<file path="config.mk">
export PLATFORM = sky130hd
export DESIGN_NAME = rsa_keygen_core_flat
export DESIGN_NICKNAME = d
export VERILOG_FILES = /design/src/rtl/rsa_keygen_if.sv /design/src/rtl/rsa_keygen_core.sv /design/src/flat_wrapper.sv
export SDC_FILE = /design/constraint.sdc
export NUM_CORES = 1
export LEC_CHECK = 0
export CAP_MARGIN = 10
export CORE_MARGIN = 10
export CORE_UTILIZATION = 45
export DETAILED_ROUTE_END_ITERATION = 6
export PLACE_DENSITY = 0.69
export SKIP_LAST_GASP = 1
export SYNTH_ARGS = -nofsm -noshare
export SYNTH_HDL_FRONTEND = slang
export SYNTH_SLANG_ARGS = --single-unit
</file>
<file path="constraint.sdc">
create_clock -name clk -period 18.92 [get_ports clk]
set_clock_uncertainty 0.1 [all_clocks]
set_input_delay 1.892 -clock clk [delete_from_list [all_inputs] [get_ports clk]]
set_output_delay 1.892 -clock clk [all_outputs]
set_load 0.02 [all_outputs]
</file>
<file path="src/rtl/rsa_keygen_if.sv">
// Handshake and operand/result bundle for rsa_keygen_core.
//   master: drives start, p, q, e; observes busy, done, error, n, phi, d.
//   slave:  the key-generation core.
interface rsa_keygen_if #(
    parameter int unsigned PW = 8
);
    localparam int unsigned NW = 2 * PW;

    logic          start;
    logic [PW-1:0] p;
    logic [PW-1:0] q;
    logic [NW-1:0] e;
    logic          busy;
    logic          done;
    logic          error;
    logic [NW-1:0] n;
    logic [NW-1:0] phi;
    logic [NW-1:0] d;

    modport master (
        output start, p, q, e,
        input  busy, done, error, n, phi, d
    );

    modport slave (
        input  start, p, q, e,
        output busy, done, error, n, phi, d
    );
endinterface

</file>
<file path="src/rtl/rsa_keygen_core.sv">
// Sequential RSA key generation: n = p*q, phi = (p-1)*(q-1), d = e^-1 mod phi.
// The inverse comes from iterative extended Euclid; each quotient/remainder is produced by a
// restoring shift-subtract divider, one bit per cycle, MSB first.
// Ports:
//   clk  - rising-edge clock
//   rst  - asynchronous, active-high reset
//   bus  - rsa_keygen_if slave: start/p/q/e in; busy/done/error/n/phi/d out
module rsa_keygen_core #(
    parameter int unsigned PW = 8
) (
    input  logic        clk,
    input  logic        rst,
    rsa_keygen_if.slave bus
);
    localparam int unsigned NW = 2 * PW;
    localparam int unsigned TW = NW + 2;
    localparam int unsigned CW = $clog2(NW);

    typedef enum logic [2:0] {
        StIdle, StSetup, StDiv, StUpdate, StFin, StDone
    } state_e;

    state_e               state_q, state_d;
    logic [PW-1:0]        p_q, p_d, q_q, q_d;
    logic [NW-1:0]        e_q, e_d;
    logic [NW-1:0]        n_q, n_d, phi_q, phi_d, d_q, d_d;
    logic                 busy_q, busy_d, done_q, done_d, err_q, err_d;
    logic [NW-1:0]        r0_q, r0_d, r1_q, r1_d, quo_q, quo_d, rem_q, rem_d;
    logic signed [TW-1:0] t0_q, t0_d, t1_q, t1_d;
    logic [CW-1:0]        cnt_q, cnt_d;

    // Combinational helpers
    logic [PW-1:0]        pm1, qm1;
    logic [NW-1:0]        n_calc, phi_calc;
    logic [NW:0]          trial, diff;
    logic                 ge;
    logic signed [TW-1:0] prod, phi_s, t0_red;

    // p or q below 2 clamps its factor to 0 so phi becomes 0 and is flagged.
    assign pm1      = (p_q == '0) ? '0 : p_q - PW'(1);
    assign qm1      = (q_q == '0) ? '0 : q_q - PW'(1);
    assign n_calc   = {{PW{1'b0}}, p_q} * {{PW{1'b0}}, q_q};
    assign phi_calc = {{PW{1'b0}}, pm1} * {{PW{1'b0}}, qm1};

    // quo_q doubles as the dividend shift register; its MSB feeds the partial remainder.
    assign trial = {rem_q, quo_q[NW-1]};
    assign diff  = trial - {1'b0, r1_q};
    assign ge    = (trial >= {1'b0, r1_q});

    // Truncated to TW bits; exact because |t| never exceeds phi.
    assign prod  = $signed({2'b00, quo_q}) * t1_q;
    assign phi_s = $signed({2'b00, phi_q});

    always_comb begin
        t0_red = t0_q;
        if (t0_q < 0) begin
            t0_red = t0_q + phi_s;
        end else if (t0_q >= phi_s) begin
            t0_red = t0_q - phi_s;
        end
    end

    always_comb begin
        state_d = state_q;
        p_d     = p_q;
        q_d     = q_q;
        e_d     = e_q;
        n_d     = n_q;
        phi_d   = phi_q;
        d_d     = d_q;
        busy_d  = busy_q;
        done_d  = done_q;
        err_d   = err_q;
        r0_d    = r0_q;
        r1_d    = r1_q;
        quo_d   = quo_q;
        rem_d   = rem_q;
        t0_d    = t0_q;
        t1_d    = t1_q;
        cnt_d   = cnt_q;

        unique case (state_q)
            StIdle, StDone: begin
                if (bus.start) begin
                    p_d     = bus.p;
                    q_d     = bus.q;
                    e_d     = bus.e;
                    done_d  = 1'b0;
                    err_d   = 1'b0;
                    busy_d  = 1'b1;
                    state_d = StSetup;
                end
            end
            StSetup: begin
                n_d   = n_calc;
                phi_d = phi_calc;
                if (phi_calc == '0 || e_q == '0) begin
                    err_d   = 1'b1;
                    state_d = StFin;
                end else begin
                    r0_d    = phi_calc;
                    r1_d    = e_q;
                    t0_d    = '0;
                    t1_d    = TW'(1);
                    quo_d   = phi_calc;
                    rem_d   = '0;
                    cnt_d   = '0;
                    state_d = StDiv;
                end
            end
            StDiv: begin
                rem_d = ge ? diff[NW-1:0] : trial[NW-1:0];
                quo_d = {quo_q[NW-2:0], ge};
                cnt_d = cnt_q + CW'(1);
                if (cnt_q == CW'(NW - 1)) begin
                    state_d = StUpdate;
                end
            end
            StUpdate: begin
                r0_d = r1_q;
                r1_d = rem_q;
                t0_d = t1_q;
                t1_d = t0_q - prod;
                if (rem_q == '0) begin
                    state_d = StFin;
                end else begin
                    // Next division is r1 / rem.
                    quo_d   = r1_q;
                    rem_d   = '0;
                    cnt_d   = '0;
                    state_d = StDiv;
                end
            end
            StFin: begin
                if (err_q || r0_q != NW'(1)) begin
                    err_d = 1'b1;
                    d_d   = '0;
                end else begin
                    d_d = t0_red[NW-1:0];
                end
                done_d  = 1'b1;
                busy_d  = 1'b0;
                state_d = StDone;
            end
            default: state_d = StIdle;
        endcase
    end

    always_ff @(posedge clk or posedge rst) begin
        if (rst) begin
            state_q <= StIdle;
            p_q     <= '0;
            q_q     <= '0;
            e_q     <= '0;
            n_q     <= '0;
            phi_q   <= '0;
            d_q     <= '0;
            busy_q  <= 1'b0;
            done_q  <= 1'b0;
            err_q   <= 1'b0;
            r0_q    <= '0;
            r1_q    <= '0;
            quo_q   <= '0;
            rem_q   <= '0;
            t0_q    <= '0;
            t1_q    <= '0;
            cnt_q   <= '0;
        end else begin
            state_q <= state_d;
            p_q     <= p_d;
            q_q     <= q_d;
            e_q     <= e_d;
            n_q     <= n_d;
            phi_q   <= phi_d;
            d_q     <= d_d;
            busy_q  <= busy_d;
            done_q  <= done_d;
            err_q   <= err_d;
            r0_q    <= r0_d;
            r1_q    <= r1_d;
            quo_q   <= quo_d;
            rem_q   <= rem_d;
            t0_q    <= t0_d;
            t1_q    <= t1_d;
            cnt_q   <= cnt_d;
        end
    end

    assign bus.busy  = busy_q;
    assign bus.done  = done_q;
    assign bus.error = err_q;
    assign bus.n     = n_q;
    assign bus.phi   = phi_q;
    assign bus.d     = d_q;
endmodule

</file>
<file path="src/flat_wrapper.sv">
// flat-port wrapper written by rule: the top's interface ports become plain ports
module rsa_keygen_core_flat 
#(
    parameter int unsigned PW = 8
)
  (clk, rst, bus_start, bus_p, bus_q, bus_e, bus_busy, bus_done, bus_error, bus_n, bus_phi, bus_d);
  rsa_keygen_if #(.PW(PW)) bus_i ();
  input  logic clk;
  input  logic rst;
  input wire logic [$bits(bus_i.start)-1:0] bus_start;
  input wire logic [$bits(bus_i.p)-1:0] bus_p;
  input wire logic [$bits(bus_i.q)-1:0] bus_q;
  input wire logic [$bits(bus_i.e)-1:0] bus_e;
  output wire logic [$bits(bus_i.busy)-1:0] bus_busy;
  output wire logic [$bits(bus_i.done)-1:0] bus_done;
  output wire logic [$bits(bus_i.error)-1:0] bus_error;
  output wire logic [$bits(bus_i.n)-1:0] bus_n;
  output wire logic [$bits(bus_i.phi)-1:0] bus_phi;
  output wire logic [$bits(bus_i.d)-1:0] bus_d;
  assign bus_i.start = bus_start;
  assign bus_i.p = bus_p;
  assign bus_i.q = bus_q;
  assign bus_i.e = bus_e;
  assign bus_busy = bus_i.busy;
  assign bus_done = bus_i.done;
  assign bus_error = bus_i.error;
  assign bus_n = bus_i.n;
  assign bus_phi = bus_i.phi;
  assign bus_d = bus_i.d;
  rsa_keygen_core #(.PW(PW)) u_core (.clk(clk), .rst(rst), .bus(bus_i));
endmodule
</file>
# Yosys cells after proc, flatten, opt, wreduce, memory -nomap -nowiden
# Cells that the tools add are included.
# Widths: inputs -> output; s select.
[word_totals]
ff_bits = 190
out_inout_bits = 51
wordCells = 96
[classes]
addsub = 7
multipliers = 3
magnitude_cmp = 3
n_eq_ne = 13
mux = 34
n_reduce_logical = 19
[op_table]
columns = ["op", "count"]
rows = [
  ["$mux 16", 9],
  ["$pmux 16 s3", 2],
  ["$pmux 18 s2", 2],
  ["$pmux 16 s2", 2],
  ["$logic_not 16->1", 3],
  ["$mux 18", 2],
  ["$mul 8x8->16", 2],
  ["$sub 16x16->16", 2],
  ["$ge 18x17->1", 1],
  ["$lt 18x1->1 const B", 1],
  ["$mul 17x18->18", 1],
  ["$sub 18x18->18", 1],
  ["$ge 17x16->1", 1],
  ["$add 16x16->16", 1],
  ["$logic_not 8->1", 2],
  ["$mux 8", 2],
  ["$ne 16x1->1 const B", 1],
  ["$sub 8x1->8 const B", 2],
  ["$pmux 3 s5", 1],
  ["$mux 3", 4],
  ["$pmux 4 s3", 1],
  ["$mux 4", 2],
  ["$reduce_and 2->1", 4],
  ["$eq 3x2->1 const B", 2],
  ["16 further kinds", 28],
]

# Depth between registers and ports, before layout
[depth]
word_depth = 7
mapped_depth = 30
depth_no_buf = 26

# Least setup slack after synthesis
# No wires, ideal clock.
[synth_path]
path_kind = "register -> register"
from = "reg u_core.q_q[4]"
to = "reg u_core.r0_q[10]"
setup_time_ns = 0.126
t_arrival_ns = 6.336
required_ns = 18.694
setup_slack_ns = 12.358
path_stages_with_launch = 25
n_path_buf = 3
period_less_slack_ns = 6.562
cell_sequence = "dfrtp_1 > or4_4 > nor4b_4 > nand2b_1 > clkbuf_1 > nor2_1 > fa_1 > inv_1 > fa_1 > inv_1 > fa_1 > inv_1 > fa_1 > inv_1 > ha_1 > o21a_1 > and3b_1 > or4b_2 > nand3_1 > o41ai_4 > nor2_1 > buf_6 > nor2_4 > buf_4 > a221o_1"
[synth_via]
elab_chain_cells = 7
[synth_lines]
columns = ["element", "line", "text"]
rows = [
  ["start: declaration", "rsa_keygen_core.sv:24", "logic [PW-1:0] p_q, p_d, q_q, q_d;"],
  ["start signal: assignment", "rsa_keygen_core.sv:171", "q_q <= q_d;"],
  ["$sub 8x1->8 / $logic_not 8->1 (equally long branches)", "rsa_keygen_core.sv:41", "assign qm1 = (q_q == '0) ? '0 : q_q - PW'(1);"],
  ["$mux 8 *", "rsa_keygen_core.sv:41", ""],
  ["$mul 8x8->16 *", "rsa_keygen_core.sv:43", "assign phi_calc = {{PW{1'b0}}, pm1} * {{PW{1'b0}}, qm1};"],
  ["$logic_not 16->1", "rsa_keygen_core.sv:97", "if (phi_calc == '0 || e_q == '0) begin"],
  ["$logic_or 1x1->1", "rsa_keygen_core.sv:97", ""],
  ["$ne 2x2->1 (no line)", "n/a", ""],
  ["$reduce_and 2->1 (no line)", "n/a", ""],
  ["end signal: assignment", "rsa_keygen_core.sv:179", "r0_q <= r0_d;"],
  ["end: declaration", "rsa_keygen_core.sv:28", "logic [NW-1:0] r0_q, r0_d, r1_q, r1_d, quo_q, quo_d, rem_q, rem_d;"],
]
# Every way passes the cells marked *; elsewhere a longest branch is shown, timed or not. The select of a mux whose other input is x is not followed.
# A chain may end at the register's enable or synchronous reset.

# Worst setup path in the final report
[layout_path]
from = "reg u_core.q_q[4]"
to = "reg u_core.r0_q[0]"
# Same word-level chain as after synthesis.

==> summary.md <==
| Metric | Value |
|---|---|
| Outcome | `finished, final reports clean` |
| Final setup vio count | `0` |
| Transition time at the pin with the least slew margin | `1.11 ns` |
| Boundary pin count | `86` |
| Resized cells post-CTS | `0` |
| Unrepaired setup endpoints after global routing | `false` |
| Worst max-slew margin expressed relative to the limit | `25.7%` |
| Initial antenna violation count | `0` |
| Delay-heaviest family, CP | `compound AO/OA/AOI/OAI gates` |
| Initial Utilization | `45.7%` |
| Mean post-synth cell area | `8.91 sq um` |
| Critical Path Source Type | `flip-flop` |
| Total vias in the final route | `16,000` |
| Detailed-route wire length | `52,300 microns` |
| Synthesized net count | `2,708` |
| Post-synth EDFFs | `0` |
| Commonest non-fill, non-tap cells in the layout | `328 x nand2_1, 278 x inv_1, 200 x fa_1` |
| Time the final worst path needs with I/O delays and setup | `8.24 ns` |
| Syn Inst Count | `2,284` |
| Worst slack on hold paths | `0.383 ns` |
| Die boundary width | `233 microns` |
| Synth Warn # | `0` |
| Clk Latency, worst-skew pair | `0.47 ns` |
| Port buffer count | `85` |
| Top cell by count, worst path | `fa_1` |
| Area Growth Syn to Fin | `8.94%` |
| Placer congestion estimate | `0.923` |
| Pre-antenna DRT Iters | `5` |
| NumNets Final | `2,702` |
| Maximum number of buffers from clock root to sink | `2` |
| Share of cells above drive strength 1 | `5.37%` |
| Unique masters post-synth | `75` |
| Critical Setup Path Class | `flip-flop to flip-flop` |
| Startpoint of the worst-slack reg-to-reg timing path | `u_core.q_q[4]` |
| Via count of the first global-routing pass | `16,300` |
| Bufs and invs on worst path | `4` |
| Path category of the worst min-delay check | `flip-flop to flip-flop` |
| Post-placement cell count | `2,851` |
| Remaining global-route overflow | `0` |
| Number of core rows | `77` |
| Average routed wire per standard cell | `18.1 microns` |
| Summed instance area of the synthesized netlist | `20,400 sq um` |
| Cell chosen for the clock root | `clkbuf_16` |
| Iteration-0 DRC Markers | `1,160` |
| TritonCTS clock tree | `yes` |
| Standard cell with the maximum stage delay on the critical path | `o41ai_4` |
| Remaining design rule violation count | `0` |
| Number of flip-flops and latches in the synthesized netlist | `190` |
| Number of hold-slack violations in the final timing report | `0` |
| Critical Path Sink Type | `flip-flop` |
| Most used DFF post-synth | `dfrtp_1` |
| Die height | `233 microns` |
| Std-Cell Core Area | `44,500 sq um` |
| Worst Path Arrival | `8.49 ns` |
| Area enclosed by the die boundary | `54,200 sq um` |
| Number of buffers inserted for hold repair after clock tree synthesis | `0` |
| Fraction of registers with async set or reset after synthesis | `100%` |
| Wire length of the first global-routing pass | `86,700 microns` |
| DRT antenna net count | `0` |
| Final period util | `43.5%` |
| Final setup TNS | `0 ns` |
| Clock-pin transition on the worst setup and hold timing paths | `0.08 ns` |
| Max Fanout on Critical Path | `37` |
| Critical path data required time | `19.17 ns` |
| Non-filler instance count after layout | `2,883` |
| GRT Overall Usage | `19.7%` |
| DPL Wire Length | `40,800 microns` |
| TritonCTS Buffers | `17` |
| Maximum Capacitance Violations | `0` |
| Maximum number of pins on one net before global-route repair | `116` |
| Post-CTS setup buffers | `0` |
| Per-cell via count in the routed design | `5.55` |
| Leading cell type in the layout, fill and taps excluded | `nand2_1` |
| Total count of max-transition violations in the final report | `0` |
| Maximum achievable frequency | `121 MHz` |
| Number of H-tree levels | `4` |
| Largest stage delay, worst path | `0.89 ns` |
| Number of diodes added for antenna fixing | `0` |
| Portion of the post-synthesis area used by sequential elements | `23.4%` |
| CP cell instances | `or4_4, or4_1, a21oi_1, or2_2, fa_1, fa_1, inv_1, fa_1, inv_1, fa_1, inv_1, ha_1, o211ai_2, a311oi_1, o31ai_1, xnor2_1, o41ai_4, nor2_4, buf_4, nor2_4, nand2_1, o311ai_0` |
| Start point of the worst min-delay path | `u_core.bus.d[3]` |
| Clock sinks | `190` |
| Crit path launch | `u_core.q_q[4]` |
-- through the flow --
stage	worst slack (ns)	util [%]	cell area, sq um
3_5_place_dp	10.77	48.5	21600
4_1_cts	10.75	49.8	22200
2_1_floorplan	11.76	-	20400
5_1_grt	10.15	49.8	22200
3_3_place_gp	11.01	48.5	21600
6_report	10.68	49.8	22200
-- cells in the mapped netlist, drive strengths merged, types with 32 or more instances --
library cell / n / area [sq um]
nor2: 146 / 556
and2: 87 / 544
ha: 189 / 2360
fa: 200 / 4000
inv: 280 / 1050
nor3: 32 / 165
nand2: 328 / 1230
xor2: 35 / 307
a21o: 33 / 248
mux2: 38 / 428
dfrtp: 190 / 4750
a21oi: 81 / 405
o21ai: 139 / 696
mux2i: 41 / 410
clkbuf: 102 / 383
xnor2: 71 / 622
-- cells by family (layout without fill, tap and decap cells) --
kind of cell | Yosys count | count (layout) | synth area share (%)
and+or+nand+nor | 720 | 720 | 16.3
AOI/OAI and AO/OA | 401 | 401 | 12.8
buffers and inverters | 399 | 406 | 7.54
adders and majority gates | 389 | 389 | 31.3
DFF | 190 | 190 | 23.4
xor gates and xnor gates | 106 | 106 | 4.56
muxes | 79 | 79 | 4.12
-- layout make-up --
type	count	area (sq um)
Inverter	281	1060
Clock buffer	19	453
Sequential cell	190	4750
Tap cell	592	741
Fill cell	4162	22300
Timing Repair Buffer	93	911
Clock inverter	13	160
Multi-Input combinational cell	1695	14100
-- routing by layer --
layer / vias to the layer above / part of all wire, % / GRT usage [%]
met3: 85 / 5.1 / 2.36
met5: - / 0 / 0
met4: 0 / 2.4 / 6.19
met1: 7940 / 45 / 26.4
li1: 7495 / - / -
met2: 491 / 48 / 32.8
-- registers in the layout, summed over array words and instances, names as in the netlist, 8 cells and up --
| name | flops |
|---|---|
| u_core.bus.d | 16 |
| u_core.bus.n | 16 |
| u_core.bus.phi | 16 |
| u_core.e_q | 16 |
| u_core.p_q | 8 |
| u_core.q_q | 8 |
| u_core.quo_q | 16 |
| u_core.r0_q | 16 |
| u_core.r1_q | 16 |
| u_core.rem_q | 16 |
| u_core.t0_q | 18 |
| u_core.t1_q | 18 |
-- worst min-delay path: cells and delay by family (launching register included) --
kind | cells | cell delay, ns
flip-flops | 1 | 0.35
AO/OA/AOI/OAI | 1 | 0.05
AND/OR/NAND/NOR | 1 | 0.05
-- path summary, 6_finish.rpt --
| path | end | slack, ns | cells past startpoint |
|---|---|---|---|
| worst max-delay path | u_core.r0_q[0] | 10.68 | 22 |
| worst min-delay path | u_core.bus.d[3] | 0.38 | 2 |
| worst max register to register | u_core.r0_q[0] | 10.68 | 22 |
| worst min register to register | u_core.bus.d[3] | 0.38 | 2 |
| max in group asynchronous | u_core.r1_q[9] | 15.28 | 3 |
| min in group asynchronous | u_core.bus.d[1] | 1.90 | 2 |
Power is left out: the tool's default activity adds up to more than one toggle a clock period on the data nets, which glitch-free logic cannot reach.
==> edit, RTL diff (same flow settings) <==
Reset style: synchronous (`rst`), changed in one clocked block. Comments in the files are not updated.
--- a/src/rtl/rsa_keygen_core.sv
+++ b/src/rtl/rsa_keygen_core.sv
@@ -147,5 +147,5 @@
     end
 
-    always_ff @(posedge clk or posedge rst) begin
+    always_ff @(posedge clk) begin
         if (rst) begin
             state_q <= StIdle;
Behaviour: not the same (Yosys sat finds a counterexample within 4 cycles, from zero or initial values and one cycle with rst high; the reset may be asserted at any time).
==> edit against the unedited design <==
Global-route usage rose by 0.85 points; hold slack got worse by 0.039 ns; sequential cell count did not move; wire length grew 4.1%; utilization shrank 0.59 points; via count rose by 5.5%; setup slack improved by 0.67 ns; area after synthesis decreased by 1.8%; design area is 2.0% lower.
Power is left out: it rests on default switching activity, and per cell area and clock period it moved more than threefold.
==> edit: results (changes against the unedited design) <==
[global_routing]
grt_pass1_vias = 17000  ; +4.1%
grt_pass1_wl_um = 89700  ; +3.5%
track_usage_pct = 20.6  ; +0.85 points
grt_max_degree = 91  ; -22%
antenna_found_initial = 1  ; +1

[logic_synthesis]
yosys-top-cells-area = fa_1 20%, dfxtp_1 19%, ha_1 12%, nand2_1 6.9%, a21oi_1 5.4%
synth_fa_ha_area_share_pct = 31.8  ; +0.50 points
avgSynthCellArea_sq_um = 8.19  ; -8.1%
ys_top_cells_by_count = 366 x nand2_1, 272 x inv_1, 216 x a21oi_1
async_flop_share_pct = 0  ; -100 points
synthMuxAreaShare_pct = 1.71  ; -2.4 points
synthDistinctLibCells = 76  ; +1.3%
syn_nets = 2865  ; +5.8%
synth_flop_cell = dfxtp_1
synthXorXnorAreaFrac_pct = 4.42  ; -0.14 points
synth_compound_area_share_pct = 15.5  ; +2.7 points

[cells_and_area]
buf_share_pct = 4.46  ; +0.35 points
inverters = 272  ; -3.2%
nMultiInputCombCells = 1842  ; +8.7%
drive_gt1_share_pct = 4.35  ; -1.0 points
stdcell_count = 3028  ; +5.0%
synthToLayoutAreaGrowth_pct = 8.63
nNetsFinal = 2847  ; +5.4%
clockNetworkAreaShare_pct = 2.54  ; -0.22 points
multi_input_area_share_pct = 67.4  ; +3.8 points
seq_share_pct = 17.5  ; -3.9 points
nNonClkBuffers = 101  ; +8.6%

[setup_path]
worst-path-max-fanout = 19  ; -49%
crit_start = u_core.p_q[0]
cp_data_arrival_time_ns = 7.86  ; -0.63 ns
worstRegToRegCells = 25  ; +14%
timing.rr.end = u_core.cnt_q[0]
slowest_stage = fa_1
max_stage_delay_ns = 0.55  ; -0.34 ns

[place]
post-dp-hpwl_um = 41300  ; +1.3%
placed_area_sq_mm = 0.0212  ; -1.8%
gp_congestion = 0.907  ; -1.7%

[hold_path]
hp-start = u_core.bus.d[0]
hold_path_end = u_core.bus.d[0]

[sta]
hold_slack_ns = 0.344  ; -0.0391 ns
tightest_slew_ns = 1.17  ; +0.0628 ns

[clocking]
ctsHtreeMaxLevel = 4  ; unchanged

[routing]
wl_um = 54400  ; +4.1%
drtIter0Drc = 1463  ; +26%
vias_per_cell = 5.58  ; +0.49%

[outcome]
status = complete, no violations

edit: cell types whose count changed after synthesis, moves of 12 or more:
cell      change
o22ai_1      -14
nand2_1      +38
o21ai_0      -60
mux2_2       -36
nand3_1      +47
and2_1       +12
a21oi_1     +135
clkbuf_1     +16
dfrtp_1     -190
a22oi_1      +18
dfxtp_1     +190
edit: per-layer routing:
metal	global-route usage, %	vias to the layer above	wire length, um
li1	-	8031	-
met1	27.3	8247	23700
met2	33.6	536	25500
met3	3.72	82	3980
met4	6.02	2	1310
met5	0	-	13
edit: critical path, delay by kind of cell (launching register included):
| kind | cells | cell delay (ns) |
|---|---|---|
| AOI/OAI and AO/OA | 7 | 2.05 |
| adders and majority gates | 6 | 2.42 |
| buffers and inverters | 4 | 0.27 |
| DFF | 1 | 0.40 |
| muxes | 1 | 0.28 |
| and+or+nand+nor | 7 | 1.97 |
